`src/rtl/rns_forward_converter_9_8_7_seq_if.sv`:
```
// Handshake bundle between a binary producer and the 9/8/7 forward converter.
// Input side: bin_in/in_valid/in_ready. Output side: residues, range_err, out_valid/out_ready.
// master = producer/consumer side, slave = converter side.
interface rns_forward_converter_9_8_7_seq_if #(
    parameter int IN_WIDTH = 9
);
    logic [IN_WIDTH-1:0] bin_in;
    logic                in_valid;
    logic                in_ready;
    logic [3:0]          a1_out;
    logic [2:0]          a2_out;
    logic [2:0]          a3_out;
    logic                range_err;
    logic                out_valid;
    logic                out_ready;

    modport master (
        output bin_in, in_valid, out_ready,
        input  in_ready, a1_out, a2_out, a3_out, range_err, out_valid
    );

    modport slave (
        input  bin_in, in_valid, out_ready,
        output in_ready, a1_out, a2_out, a3_out, range_err, out_valid
    );
endinterface

```
`src/rtl/rns_forward_converter_9_8_7_seq.sv`:
```
// Bit-serial binary -> RNS {9,8,7} converter, MSB first, one operand in flight.
// Latency: accept at edge E0 gives out_valid after edge E0+IN_WIDTH; issue interval IN_WIDTH+2.
// Backpressure: residues held in DONE until out_ready; in_ready only in IDLE.
module rns_forward_converter_9_8_7_seq #(
    parameter int IN_WIDTH = 9,
    parameter int M1       = 9,
    parameter int M2       = 8,
    parameter int M3       = 7,
    parameter int RANGE    = 504
) (
    input  logic clk,
    input  logic rst,
    rns_forward_converter_9_8_7_seq_if.slave bus
);
    localparam int CW = $clog2(IN_WIDTH + 1);
    localparam logic [IN_WIDTH-1:0] RANGE_V = IN_WIDTH'(RANGE);

    typedef enum logic [1:0] {
        IDLE  = 2'd0,
        SHIFT = 2'd1,
        DONE  = 2'd2
    } state_t;

    state_t              state_q, state_d;
    logic [IN_WIDTH-1:0] sreg_q;
    logic [CW-1:0]       cnt_q;
    logic [3:0]          r1_q, r1_d;
    logic [2:0]          r2_q, r2_d;
    logic [2:0]          r3_q, r3_d;
    logic [3:0]          a1_q;
    logic [2:0]          a2_q, a3_q;
    logic                err_q;

    logic                b;
    logic [4:0]          t1;
    logic [3:0]          t2, t3;
    logic                last_shift;

    assign b          = sreg_q[IN_WIDTH-1];
    assign last_shift = (cnt_q == CW'(1));

    // Horner step per modulus: t = 2r + b is just {r, b}; t < 2m so one subtract suffices
    always_comb begin
        t1   = {r1_q, b};
        t2   = {r2_q, b};
        t3   = {r3_q, b};
        r1_d = (t1 >= 5'(M1)) ? 4'(t1 - 5'(M1)) : t1[3:0];
        r2_d = (t2 >= 4'(M2)) ? 3'(t2 - 4'(M2)) : t2[2:0];
        r3_d = (t3 >= 4'(M3)) ? 3'(t3 - 4'(M3)) : t3[2:0];
    end

    // Next-state: accept in IDLE, count shifts, wait for downstream in DONE
    always_comb begin
        state_d = state_q;
        case (state_q)
            IDLE:    if (bus.in_valid) state_d = SHIFT;
            SHIFT:   if (last_shift) state_d = DONE;
            DONE:    if (bus.out_ready) state_d = IDLE;
            default: state_d = IDLE;
        endcase
    end

    // State register; reset aborts any operand in flight
    always_ff @(posedge clk) begin
        if (rst) state_q <= IDLE;
        else     state_q <= state_d;
    end

    // Datapath: load on accept, shift/accumulate in SHIFT, publish residues on the last shift
    always_ff @(posedge clk) begin
        if (rst) begin
            sreg_q <= '0;
            cnt_q  <= '0;
            r1_q   <= '0;
            r2_q   <= '0;
            r3_q   <= '0;
            a1_q   <= '0;
            a2_q   <= '0;
            a3_q   <= '0;
            err_q  <= 1'b0;
        end else begin
            case (state_q)
                IDLE: begin
                    if (bus.in_valid) begin
                        sreg_q <= bus.bin_in;
                        cnt_q  <= CW'(IN_WIDTH);
                        r1_q   <= '0;
                        r2_q   <= '0;
                        r3_q   <= '0;
                        err_q  <= (bus.bin_in >= RANGE_V);
                    end
                end
                SHIFT: begin
                    sreg_q <= {sreg_q[IN_WIDTH-2:0], 1'b0};
                    cnt_q  <= cnt_q - CW'(1);
                    r1_q   <= r1_d;
                    r2_q   <= r2_d;
                    r3_q   <= r3_d;
                    if (last_shift) begin
                        a1_q <= r1_d;
                        a2_q <= r2_d;
                        a3_q <= r3_d;
                    end
                end
                default: ;
            endcase
        end
    end

    assign bus.in_ready  = (state_q == IDLE) && !rst;
    assign bus.out_valid = (state_q == DONE);
    assign bus.a1_out    = a1_q;
    assign bus.a2_out    = a2_q;
    assign bus.a3_out    = a3_q;
    assign bus.range_err = err_q;
endmodule

```
`src/flat_wrapper.sv`:
```
// flat-port wrapper written by rule: the top's interface ports become plain ports
module rns_forward_converter_9_8_7_seq_flat 
#(
    parameter int IN_WIDTH = 9,
    parameter int M1       = 9,
    parameter int M2       = 8,
    parameter int M3       = 7,
    parameter int RANGE    = 504
)
  (clk, rst, bus_bin_in, bus_in_valid, bus_out_ready, bus_in_ready, bus_a1_out, bus_a2_out, bus_a3_out, bus_range_err, bus_out_valid);
  rns_forward_converter_9_8_7_seq_if #(.IN_WIDTH(IN_WIDTH)) bus_i ();
  input  logic clk;
  input  logic rst;
  input wire logic [$bits(bus_i.bin_in)-1:0] bus_bin_in;
  input wire logic [$bits(bus_i.in_valid)-1:0] bus_in_valid;
  input wire logic [$bits(bus_i.out_ready)-1:0] bus_out_ready;
  output wire logic [$bits(bus_i.in_ready)-1:0] bus_in_ready;
  output wire logic [$bits(bus_i.a1_out)-1:0] bus_a1_out;
  output wire logic [$bits(bus_i.a2_out)-1:0] bus_a2_out;
  output wire logic [$bits(bus_i.a3_out)-1:0] bus_a3_out;
  output wire logic [$bits(bus_i.range_err)-1:0] bus_range_err;
  output wire logic [$bits(bus_i.out_valid)-1:0] bus_out_valid;
  assign bus_i.bin_in = bus_bin_in;
  assign bus_i.in_valid = bus_in_valid;
  assign bus_i.out_ready = bus_out_ready;
  assign bus_in_ready = bus_i.in_ready;
  assign bus_a1_out = bus_i.a1_out;
  assign bus_a2_out = bus_i.a2_out;
  assign bus_a3_out = bus_i.a3_out;
  assign bus_range_err = bus_i.range_err;
  assign bus_out_valid = bus_i.out_valid;
  rns_forward_converter_9_8_7_seq #(.IN_WIDTH(IN_WIDTH), .M1(M1), .M2(M2), .M3(M3), .RANGE(RANGE)) u_core (.clk(clk), .rst(rst), .bus(bus_i));
endmodule
```
`config.mk`:
```
export PLATFORM = sky130hd
export DESIGN_NAME = rns_forward_converter_9_8_7_seq_flat
export DESIGN_NICKNAME = d
export VERILOG_FILES = /design/src/rtl/rns_forward_converter_9_8_7_seq_if.sv /design/src/rtl/rns_forward_converter_9_8_7_seq.sv /design/src/flat_wrapper.sv
export SDC_FILE = /design/constraint.sdc
export NUM_CORES = 1
export LEC_CHECK = 0
export BUFFER_PORTS_ARGS = -buffer_cell sky130_fd_sc_hd__buf_4
export CAP_MARGIN = 5
export CORE_MARGIN = 8
export CORE_UTILIZATION = 55
export CTS_CLUSTER_DIAMETER = 150
export DETAILED_ROUTE_END_ITERATION = 8
export PLACE_DENSITY = 0.86
export SYNTH_ARGS = -nofsm -noshare
export SYNTH_HDL_FRONTEND = slang
export SYNTH_SLANG_ARGS = --single-unit
```
`constraint.sdc`:
```
create_clock -name clk -period 1.9 [get_ports clk]
set_input_delay 0 -clock clk [delete_from_list [all_inputs] [get_ports clk]]
set_output_delay 0 -clock clk [all_outputs]
set_load 0.05 [all_outputs]
```
==> results of run 1 <==
[path summary, 6_finish.rpt]
kind,slack (ns),to
setup / recovery,0.25,u_core.r1_q[0]$_SDFFE_PP0P_
hold / removal,0.04,u_core.sreg_q[0]$_SDFFE_PP0P_
setup reg to reg,0.25,u_core.r1_q[0]$_SDFFE_PP0P_
hold reg to reg,0.48,u_core.bus.a2_out[2]$_SDFFE_PP0P_
[power by group through the flow]
stage | Sequential (mW) | Clock, mW | Combinational [mW]
floorplan | 0.845 | 0 | 0.206
global placement | 0.831 | 0 | 0.298
detailed placement | 0.834 | 0 | 0.303
CTS | 0.818 | 0.399 | 0.320
global route | 0.825 | 0.423 | 0.354
finish | 0.819 | 0.381 | 0.319
[layer usage]
metal / wire length, um / track usage [%] / vias to the layer above / part of all wire, %
li1: - / - / 777 / -
met4: 51 / 8.55 / 0 / 1.3
met2: 1950 / 28.4 / 36 / 51
met1: 1550 / 16.1 / 732 / 41
met5: 0 / 0 / - / 0
met3: 255 / 5.44 / 5 / 6.7
[worst register-to-register path: stages (launching register included)]
cell and delay (ns):
dfxtp_1 0.41, inv_1 0.10, ha_1 0.21, or3_1 0.30
a311oi_1 0.39, o32ai_1 0.12
[cell families (layout without fill, tap and decap cells)]
family	Yosys count	count (layout)	synth area share, %
flops	35	35	41.6
compound gates	55	55	22.9
fa+ha+maj	5	5	3.71
mux	3	3	1.78
xor+xnor	1	1	0.520
simple gates	75	75	23.5
buf+inv	22	57	6.09
[through the flow]
step           power, mW  hold WS [ns]  setup WS [ns]  instance area, um^2  utilization (%)
5_1_grt             1.60        0.0277          0.144                 2040             68.4
2_1_floorplan       1.05         0.162          0.194                 1690                -
3_5_place_dp        1.14         0.296          0.284                 1890             63.4
6_report            1.52        0.0391          0.254                 2040             68.4
4_1_cts             1.54        0.0215          0.282                 2040             68.4
3_3_place_gp        1.13         0.283          0.340                 1890             63.4
[layout make-up]
| class | instances | area (um^2) |
|---|---|---|
| Timing Repair Buffer | 41 | 333 |
| Tap cell | 33 | 41.3 |
| Inverter | 8 | 30.0 |
| Clock buffer | 7 | 45.0 |
| Clock inverter | 1 | 5.00 |
| Sequential cell | 35 | 701 |
| Multi-Input combinational cell | 139 | 882 |
| Fill cell | 257 | 941 |
[cell usage in the layout, fill, tap and decap left out, types with 2 or more instances in the layout]
master and instances:
dfxtp_1 35, buf_4 31, nand2_1 21, nor2_1 16, a21oi_1 16, a311oi_1 10, dlygate4sd3_1 10, o21ai_0 8
inv_1 7, nor2b_1 7, a211oi_1 6, nand2b_1 6, ha_1 5, clkbuf_4 5, nor3_1 4, mux2i_1 3
o32ai_1 3, a22oi_1 3, nand3b_1 3, or3_1 3, nand3_1 3, nor4bb_1 2, nor4_1 2, o22ai_1 2
nor3b_1 2, nand4_1 2, clkbuf_1 2
[flip-flops by register name, indices dropped and copies added (netlist names)]
name and cells:
u_core.sreg_q 9, u_core.r1_q 4, u_core.r3_q 3, u_core.bus.a2_out 3, u_core.state_q 2, u_core.bus.range_err 1, u_core.cnt_q 4, u_core.bus.a1_out 4
u_core.r2_q 2, u_core.bus.a3_out 3
==> summary.txt, run 1 <==
H-tree depth: 2
endpoints failing hold: 0
NumNets Final: 248
Post-Syn Area per Cell: 8.60 um^2
area share of the largest cell type after synthesis: 41.6%
Clk Latency, worst-skew pair: 0.34 ns
CTS tree: done
crit path time final: 1.65 ns
Clock Path Buffers: 2
DR vias: 1550
top post-synthesis cells by count: dfxtp_1, nand2_1, a21oi_1, nor2_1, a311oi_1
area grow syn2layout: 20.9%
register area share after synthesis: 41.6%
Post-DRT Antenna Nets: 0
row count: 20
leakage power: 0.807 nW
Final Slew Violations: 0
CTS buffer count: 5
1st-iter DRT viols: 107
setup TNS: 0 ns
fmax: 608 MHz
layout cell share with drive strength beyond 1: 18.2%
RSZ-0062 raised after global routing: no
postcts setup bufs: 0
CP Capture Type: register
count leader, synth: dfxtp_1
Syn Nets: 214
leading area contributor after synthesis: dfxtp_1
hold buffers post-CTS: 10
Clock Power Share: 25.1%
DRC violations left: 0
IO Count: 26
worst r2r path cells: 5
status: complete, no violations
delay-heaviest family, CP: compound AO/OA/AOI/OAI gates
gpl congestion: 0.831
Bufs and invs on worst path: 1
CP Data Arrival Time: 1.85 ns
Max VDD drop: 0.542 mV
P per Cell Area: 746 mW/mm^2
Worst slew margin: 67.7%
share of power burned in registers: 53.9%
first-pass GRT wire length: 6.55 mm
number of flops mapped to enable cells by yosys: 0
largest cells by area after synthesis: dfxtp_1, a311oi_1, a21oi_1, nand2_1, ha_1
Min-Delay Path Class: in -> reg
post-synthesis cell type count: 41
placed insts: 246
final wirelength: 3.81 mm
routed vias/inst: 5.87
Sw Share: 30.1%
Combinational Power Share: 21.0%
Req. time, crit path: 2.11 ns
Die ar.: 0.00509 mm^2
ANT cells: 0
Top FF cell, synth: dfxtp_1
die extent in x: 71.4 um
worst slew pin tran: 0.483 ns
crit-path max FO: 6
core area: 0.00298 mm^2
Psw: 0.457 mW
Stages on worst setup path: 5
drt first pass iters: 4
P_int: 1.06 mW
reported max-cap violation count: 0
Final setup viols: 0
synthesized instance count: 196
Worst Hold Path Cells: 4
Critical-path top delay cell: dfxtp_1
Final Cycle Share: 86.6%
worst-path cell chain: inv_1 > ha_1 > or3_1 > a311oi_1 > o32ai_1
PostCTS Resize Cnt: 0
Buffers on Ports: 25
vias in the first global route: 1541
reg2reg start: u_core.r1_q[0]$_SDFFE_PP0P_
wire per inst: 14.4 um
post-route non-filler standard cell count: 264
crit start category: register
Detail Placement HPWL: 2.64 mm
asr flop ratio synth: 0%
Hold Crit Start: bus_bin_in[0]
Reg clk slew, reported paths: 0.10 ns
clock sink count: 35
worst clock skew: 0.00928 ns
initial core utilization: 56.6%
Chip Height: 71.4 um
Yosys warning total: 0
largest net degree at the start of global routing: 39
critical path class: reg -> reg
gr usage total: 16.0%
synthesized cell area: 0.00169 mm^2
CTS Root Cell: clkbuf_4
initial antenna violation count: 0
total grt overflow: 0
max incr delay on CP: 0.41 ns
Crit. Startpoint: u_core.r1_q[0]$_SDFFE_PP0P_
Seq cells post-synth: 35
Note: power is estimated with default switching activity, not from simulation.
==> inputs of run 2 (changes only) <==
--- a/config.mk
+++ b/config.mk
@@ -5,7 +5,7 @@
 export SDC_FILE = /design/constraint.sdc
 export NUM_CORES = 1
 export LEC_CHECK = 0
-export BUFFER_PORTS_ARGS = -buffer_cell sky130_fd_sc_hd__buf_4
+export BUFFER_PORTS_ARGS = -buffer_cell sky130_fd_sc_hd__buf_2
 export CAP_MARGIN = 5
 export CORE_MARGIN = 8
 export CORE_UTILIZATION = 55
==> run 2 against run 1 <==
  * Utilization decreased by 2.1 points
  * Fmax rose by 1.0%
  * Combinational power decreased by 4%
  * Final cell count shrank 0.76%
  * Critical path type unchanged
  * Highest routed layer unchanged
==> summary.txt, run 2 (synthesis gave the netlist of run 1 again) <==
status: complete, no violations
max incr delay on CP: 0.42 ns (about the same)
Clk Latency, worst-skew pair: 0.34 ns (about the same)
leakage power: 0.796 nW (-1.3%)
Worst Hold Path Cells: 4 (unchanged)
most common cell after layout, fill and taps aside: dfxtp_1
fmax: 614 MHz (+1.0%)
DR vias: 1543 (-0.45%)
Buffers on Ports: 25 (unchanged)
Fillers: 262 (+1.9%)
Reg clk slew, reported paths: 0.11 ns (about the same)
largest net degree at the start of global routing: 39 (unchanged)
postcts setup bufs: 0 (unchanged)
Die ar.: 0.00509 mm^2 (unchanged)
CTS buffer count: 5 (unchanged)
RSZ-0062 raised after global routing: no
CP Capture Type: register
endpoints failing hold: 0 (unchanged)
r2r endpoint: u_core.bus.a1_out[0]$_SDFFE_PP0P_
critical path class: reg -> reg
total grt overflow: 0 (unchanged)
drt first pass iters: 4 (unchanged)
worst r2r path cells: 5 (unchanged)
clock sink count: 35 (unchanged)
Detail Placement HPWL: 2.63 mm (-0.18%)
post-route non-filler standard cell count: 262 (-0.76%)
NumNets Final: 247 (-0.40%)
Chip Height: 71.4 um (unchanged)
Post-DRT Antenna Nets: 0 (unchanged)
initial core utilization: 56.6% (unchanged)
Req. time, crit path: 2.11 ns (about the same)
Worst slew margin: 56.6% (-11 points)
initial antenna violation count: 0 (unchanged)
die extent in x: 71.4 um (unchanged)
max FFs per register: 9 (unchanged)
DRC violations left: 0 (unchanged)
CTS Root Cell: clkbuf_4
delay-heaviest family, CP: compound AO/OA/AOI/OAI gates
Final setup viols: 0 (unchanged)
Top reg by flops: u_core.sreg_q
Critical-path top delay cell: dfxtp_1
1st-iter DRT viols: 114 (+6.5%)
Clock Path Buffers: 2 (unchanged)
gpl congestion: 0.828 (-0.47%)
most frequent cells in the layout: dfxtp_1, buf_2, nand2_1
CP Data Arrival Time: 1.84 ns (about the same)
worst clock skew: 0.00977 ns (+0.000486 ns)
Min-Delay Path Class: in -> reg
IO Count: 26 (unchanged)
worst slew pin tran: 0.651 ns (+0.168 ns)
H-tree depth: 2 (unchanged)
setup TNS: 0 ns (unchanged)
placed insts: 245 (-0.41%)
CTS tree: done
final wirelength: 3.89 mm (+2.2%)
Hold Crit Start: bus_bin_in[0]
layout cell share with drive strength beyond 1: 18.3% (+0.16 points)
PostCTS Resize Cnt: 0 (unchanged)
row count: 20 (unchanged)
WHS Endpoint: u_core.sreg_q[0]$_SDFFE_PP0P_
crit path time final: 1.63 ns (-0.0170 ns)
Final Slew Violations: 0 (unchanged)
worst hold slack: 0.0470 ns (+0.00787 ns)
Final Cycle Share: 85.7% (-0.90 points)
Max VDD drop: 0.582 mV (+7.4%)
reg2reg start: u_core.r1_q[0]$_SDFFE_PP0P_
ANT cells: 0 (unchanged)
crit-path max FO: 6 (unchanged)
wire per inst: 14.9 um (+3.0%)
reported max-cap violation count: 0 (unchanged)
gr usage total: 16.1% (+0.10 points)
routed vias/inst: 5.89 (+0.31%)
P per Cell Area: 783 mW/mm^2 (+5.0%)
crit start category: register
Bufs and invs on worst path: 1 (unchanged)
core area: 0.00298 mm^2 (unchanged)
area grow syn2layout: 17.1%
vias in the first global route: 1502 (-2.5%)
reg-to-reg slack, setup: 0.27 ns (+0.02 ns)
worst-path cell chain: inv_1 > ha_1 > or3_1 > a311oi_1 > a211oi_1
first-pass GRT wire length: 6.63 mm (+1.3%)
[run 2: worst max-delay path by stage]
stage	start	to	cells after the start
global placement	u_core.r1_q[0]$_SDFFE_PP0P_	u_core.bus.a1_out[0]$_SDFFE_PP0P_	5
floorplan	u_core.state_q[1]$_SDFFE_PP0P_	u_core.state_q[1]$_SDFFE_PP0P_	5
detailed placement	u_core.r1_q[0]$_SDFFE_PP0P_	u_core.bus.a1_out[0]$_SDFFE_PP0P_	5
global route	u_core.state_q[1]$_SDFFE_PP0P_	u_core.sreg_q[3]$_SDFFE_PP0P_	3
finish	u_core.r1_q[0]$_SDFFE_PP0P_	u_core.bus.a1_out[0]$_SDFFE_PP0P_	5
CTS	u_core.r1_q[0]$_SDFFE_PP0P_	u_core.bus.a1_out[0]$_SDFFE_PP0P_	5
[run 2: worst reg2reg max path: cells and delay by family (launching register included)]
family	cells	cell delay [ns]
AO/OA/AOI/OAI	2	0.48
flip-flops	1	0.42
buffers and inverters	1	0.10
adder cells (fa/ha/maj)	1	0.20
AND/OR/NAND/NOR	1	0.30
[run 2: stage by stage]
stage	setup slack (ns)	total power [mW]	area [um^2]	utilization (%)
2_1_floorplan	0.194	1.05	1690	-
3_3_place_gp	0.332	1.11	1820	61.0
3_5_place_dp	0.279	1.12	1820	61.0
4_1_cts	0.271	1.55	1970	66.3
5_1_grt	0.149	1.62	1970	66.3
6_report	0.271	1.54	1970	66.3
[run 2: layout make-up]
cell class                      count  area [um^2]  area share, %
Inverter                            8         30.0           1.52
Multi-Input combinational cell    139          882           44.7
Sequential cell                    35          701           35.5
Clock inverter                      1         5.00          0.254
Tap cell                           33         41.3           2.09
Timing Repair Buffer               40          263           13.3
Clock buffer                        6         51.3           2.60
[run 2: where the power goes]
group,internal (mW),switching [mW]
Combinational,0.126,0.179
Clock,0.171,0.249
Sequential,0.778,0.0414
Total,1.08,0.469
[run 2: layer usage]
layer	part of all wire (%)	global-route usage, %	vias to the layer above
li1	-	-	778
met4	1.4	6.93	0
met2	49	28.4	39
met5	0	0	-
met3	5.4	4.74	7
met1	44	17.4	719
[run 2: repair_timing]
item                                    4_1_cts  5_1_grt
endpoints found under the hold margin        11        0
hold buffers                                 10        0
endpoints found under the setup margin        0        0
==> inputs of run 3 (changes only) <==
--- a/config.mk
+++ b/config.mk
@@ -8,10 +8,10 @@
 export BUFFER_PORTS_ARGS = -buffer_cell sky130_fd_sc_hd__buf_2
 export CAP_MARGIN = 5
 export CORE_MARGIN = 8
-export CORE_UTILIZATION = 55
+export CORE_UTILIZATION = 50
 export CTS_CLUSTER_DIAMETER = 150
 export DETAILED_ROUTE_END_ITERATION = 8
-export PLACE_DENSITY = 0.86
+export PLACE_DENSITY = 0.8
 export SYNTH_ARGS = -nofsm -noshare
 export SYNTH_HDL_FRONTEND = slang
 export SYNTH_SLANG_ARGS = --single-unit
==> run 3 against run 2 <==
  * Fmax fell by 5.8%
  * Non-clock buffer count decreased by 2
  * Design area down 0.25%
  * Final cell count increased by 4.6%
  * Count of clock-buffer cells in the layout is 1 higher
  * Die area rose by 7.7%
  * Sequential share of layout area grew 0.090 points
  * Wire length shrank 3.8%
  * Flip-flop and latch count unchanged
  * Worst hold slack got worse by 0.015 ns
  * Critical path type unchanged
  * Highest routed layer unchanged
==> summary.txt, run 3 (synthesis gave the netlist of run 1 again) <==
total grt overflow: 0 (unchanged)
Final Slew Violations: 0 (unchanged)
delay-heaviest family, CP: compound AO/OA/AOI/OAI gates
Critical-path top delay cell: a311oi_1
drt first pass iters: 4 (unchanged)
Final Worst Setup Slack: 0.171 ns (-0.100 ns)
Bufs and invs on worst path: 1 (unchanged)
ANT cells: 0 (unchanged)
Sw Share: 30.1% (-0.23 points)
gr usage total: 14.4% (-1.7 points)
CTS tree: done
worst hold slack: 0.0324 ns (-0.0146 ns)
share of power burned in registers: 54.5% (+1.5 points)
row count: 21 (+5.0%)
Top reg by flops: u_core.sreg_q
Detail Placement HPWL: 2.61 mm (-0.67%)
Final Cycle Share: 91.0% (+5.3 points)
post-route non-filler standard cell count: 274 (+4.6%)
Max VDD drop: 0.416 mV (-29%)
Clock Power Share: 25.3% (-1.9 points)
H-tree depth: 2 (unchanged)
crit-path max FO: 6 (unchanged)
placed insts: 256 (+4.5%)
core area: 0.00328 mm^2 (+10%)
P_int: 1.04 mW (-3.1%)
CP Capture Type: register
setup TNS: 0 ns (unchanged)
worst slew pin tran: 0.838 ns (+0.187 ns)
crit start category: register
max FFs per register: 9 (unchanged)
status: complete, no violations
routed vias/inst: 5.59 (-5.1%)
Area after DPL: 0.00182 mm^2 (about the same)
clock sink count: 35 (unchanged)
1st-iter DRT viols: 117 (+2.6%)
Clock Path Buffers: 2 (unchanged)
initial core utilization: 51.3% (-5.3 points)
PostCTS Resize Cnt: 0 (unchanged)
P per Cell Area: 758 mW/mm^2 (-3.1%)
met3 routed WL: 208 um (-0.95%)
Min-Delay Path Class: in -> reg
CTS buffer count: 5 (unchanged)
fmax: 578 MHz (-5.8%)
Psw: 0.450 mW (-4.1%)
worst-path cell chain: inv_1 > ha_1 > or3_1 > a311oi_1 > a211oi_1
IO Count: 26 (unchanged)
reported max-cap violation count: 0 (unchanged)
postcts setup bufs: 0 (unchanged)
pre-CTS setup slack: 0.185 ns (-0.0941 ns)
final wirelength: 3.75 mm (-3.8%)
crit path time final: 1.73 ns (+0.100 ns)
gpl congestion: 0.816 (-1.4%)
first-pass GRT wire length: 6.24 mm (-5.9%)
Clk Latency, worst-skew pair: 0.34 ns (about the same)
max incr delay on CP: 0.44 ns (+0.02 ns)
layout cell share with drive strength beyond 1: 17.1% (-1.2 points)
Final Cell Area: 0.00197 mm^2 (-0.25%)
Worst slew margin: 44.0% (-13 points)
DR top layer: met4
Post-DRT Antenna Nets: 0 (unchanged)
most common cell after layout, fill and taps aside: dfxtp_1
NumNets Final: 245 (-0.81%)
initial antenna violation count: 0 (unchanged)
area grow syn2layout: 16.8%
CP Data Arrival Time: 1.93 ns (+0.09 ns)
post-layout util: 59.9% (-6.3 points)
RSZ-0062 raised after global routing: no
Combinational Power Share: 20.2% (+0.5 points)
critical path class: reg -> reg
largest net degree at the start of global routing: 39 (unchanged)
hold buffers post-CTS: 10 (unchanged)
Req. time, crit path: 2.10 ns (about the same)
Die ar.: 0.00548 mm^2 (+7.7%)
Tot Pwr: 1.49 mW (-3.4%)
Chip Height: 74.1 um (+3.8%)
leakage power: 0.781 nW (-1.9%)
routed wl met2: 1.77 mm (-6.9%)
wire per inst: 13.7 um (-8.0%)
DRC violations left: 0 (unchanged)
WL met1: 1.71 mm (-0.99%)
worst clock skew: 0.0120 ns (+0.00219 ns)
CTS Root Cell: clkbuf_4
endpoints failing hold: 0 (unchanged)
die extent in x: 74.1 um (+3.8%)
Buffers on Ports: 25 (unchanged)
vias in the first global route: 1405 (-6.5%)
most frequent cells in the layout: dfxtp_1, buf_2, nand2_1
DR vias: 1532 (-0.71%)
Reg clk slew, reported paths: 0.10 ns (about the same)
Final setup viols: 0 (unchanged)
==> run 3: cell types whose count changed in the layout (fill, tap and decap cells not counted) <==
cell,delta
buf_4,-2
clkbuf_1,+2
clkbuf_8,-1
==> run 3: worst register-to-register path, stage by stage (launching register included) <==
cell,delay [ns]
dfxtp_1,0.41
inv_1,0.10
ha_1,0.20
or3_1,0.30
a311oi_1,0.44
a211oi_1,0.14
==> run 3: metal layers <==
metal	global-route usage, %	up-vias
met4	6.43	0
met2	22.9	28
met1	17.2	727
met5	0	-
li1	-	771
met3	4.72	6
==> run 3: layout make-up <==
cell class                      instances  area (um^2)
Clock buffer                            7         45.0
Clock inverter                          1         5.00
Fill cell                             289         1320
Inverter                                8         30.0
Multi-Input combinational cell        139          882
Sequential cell                        35          701
Tap cell                               46         57.6
Timing Repair Buffer                   38          248
==> run 3: worst paths after layout <==
kind                                           from                                end  slack (ns)  cells past startpoint
setup / recovery        u_core.r1_q[0]$_SDFFE_PP0P_  u_core.bus.a1_out[0]$_SDFFE_PP0P_        0.17                      5
setup reg to reg        u_core.r1_q[0]$_SDFFE_PP0P_  u_core.bus.a1_out[0]$_SDFFE_PP0P_        0.17                      5
hold reg to reg   u_core.bus.a2_out[0]$_SDFFE_PP0P_  u_core.bus.a2_out[0]$_SDFFE_PP0P_        0.48                      2
hold / removal                        bus_bin_in[0]      u_core.sreg_q[0]$_SDFFE_PP0P_        0.03                      4
==> run 3: power groups by stage <==
stage               registers, mW  clock network [mW]  logic, mW
finish                      0.814               0.377      0.301
global route                0.821               0.419      0.333
CTS                         0.814               0.390      0.302
detailed placement          0.831                   0      0.286
global placement            0.829                   0      0.279
floorplan                   0.845                   0      0.206
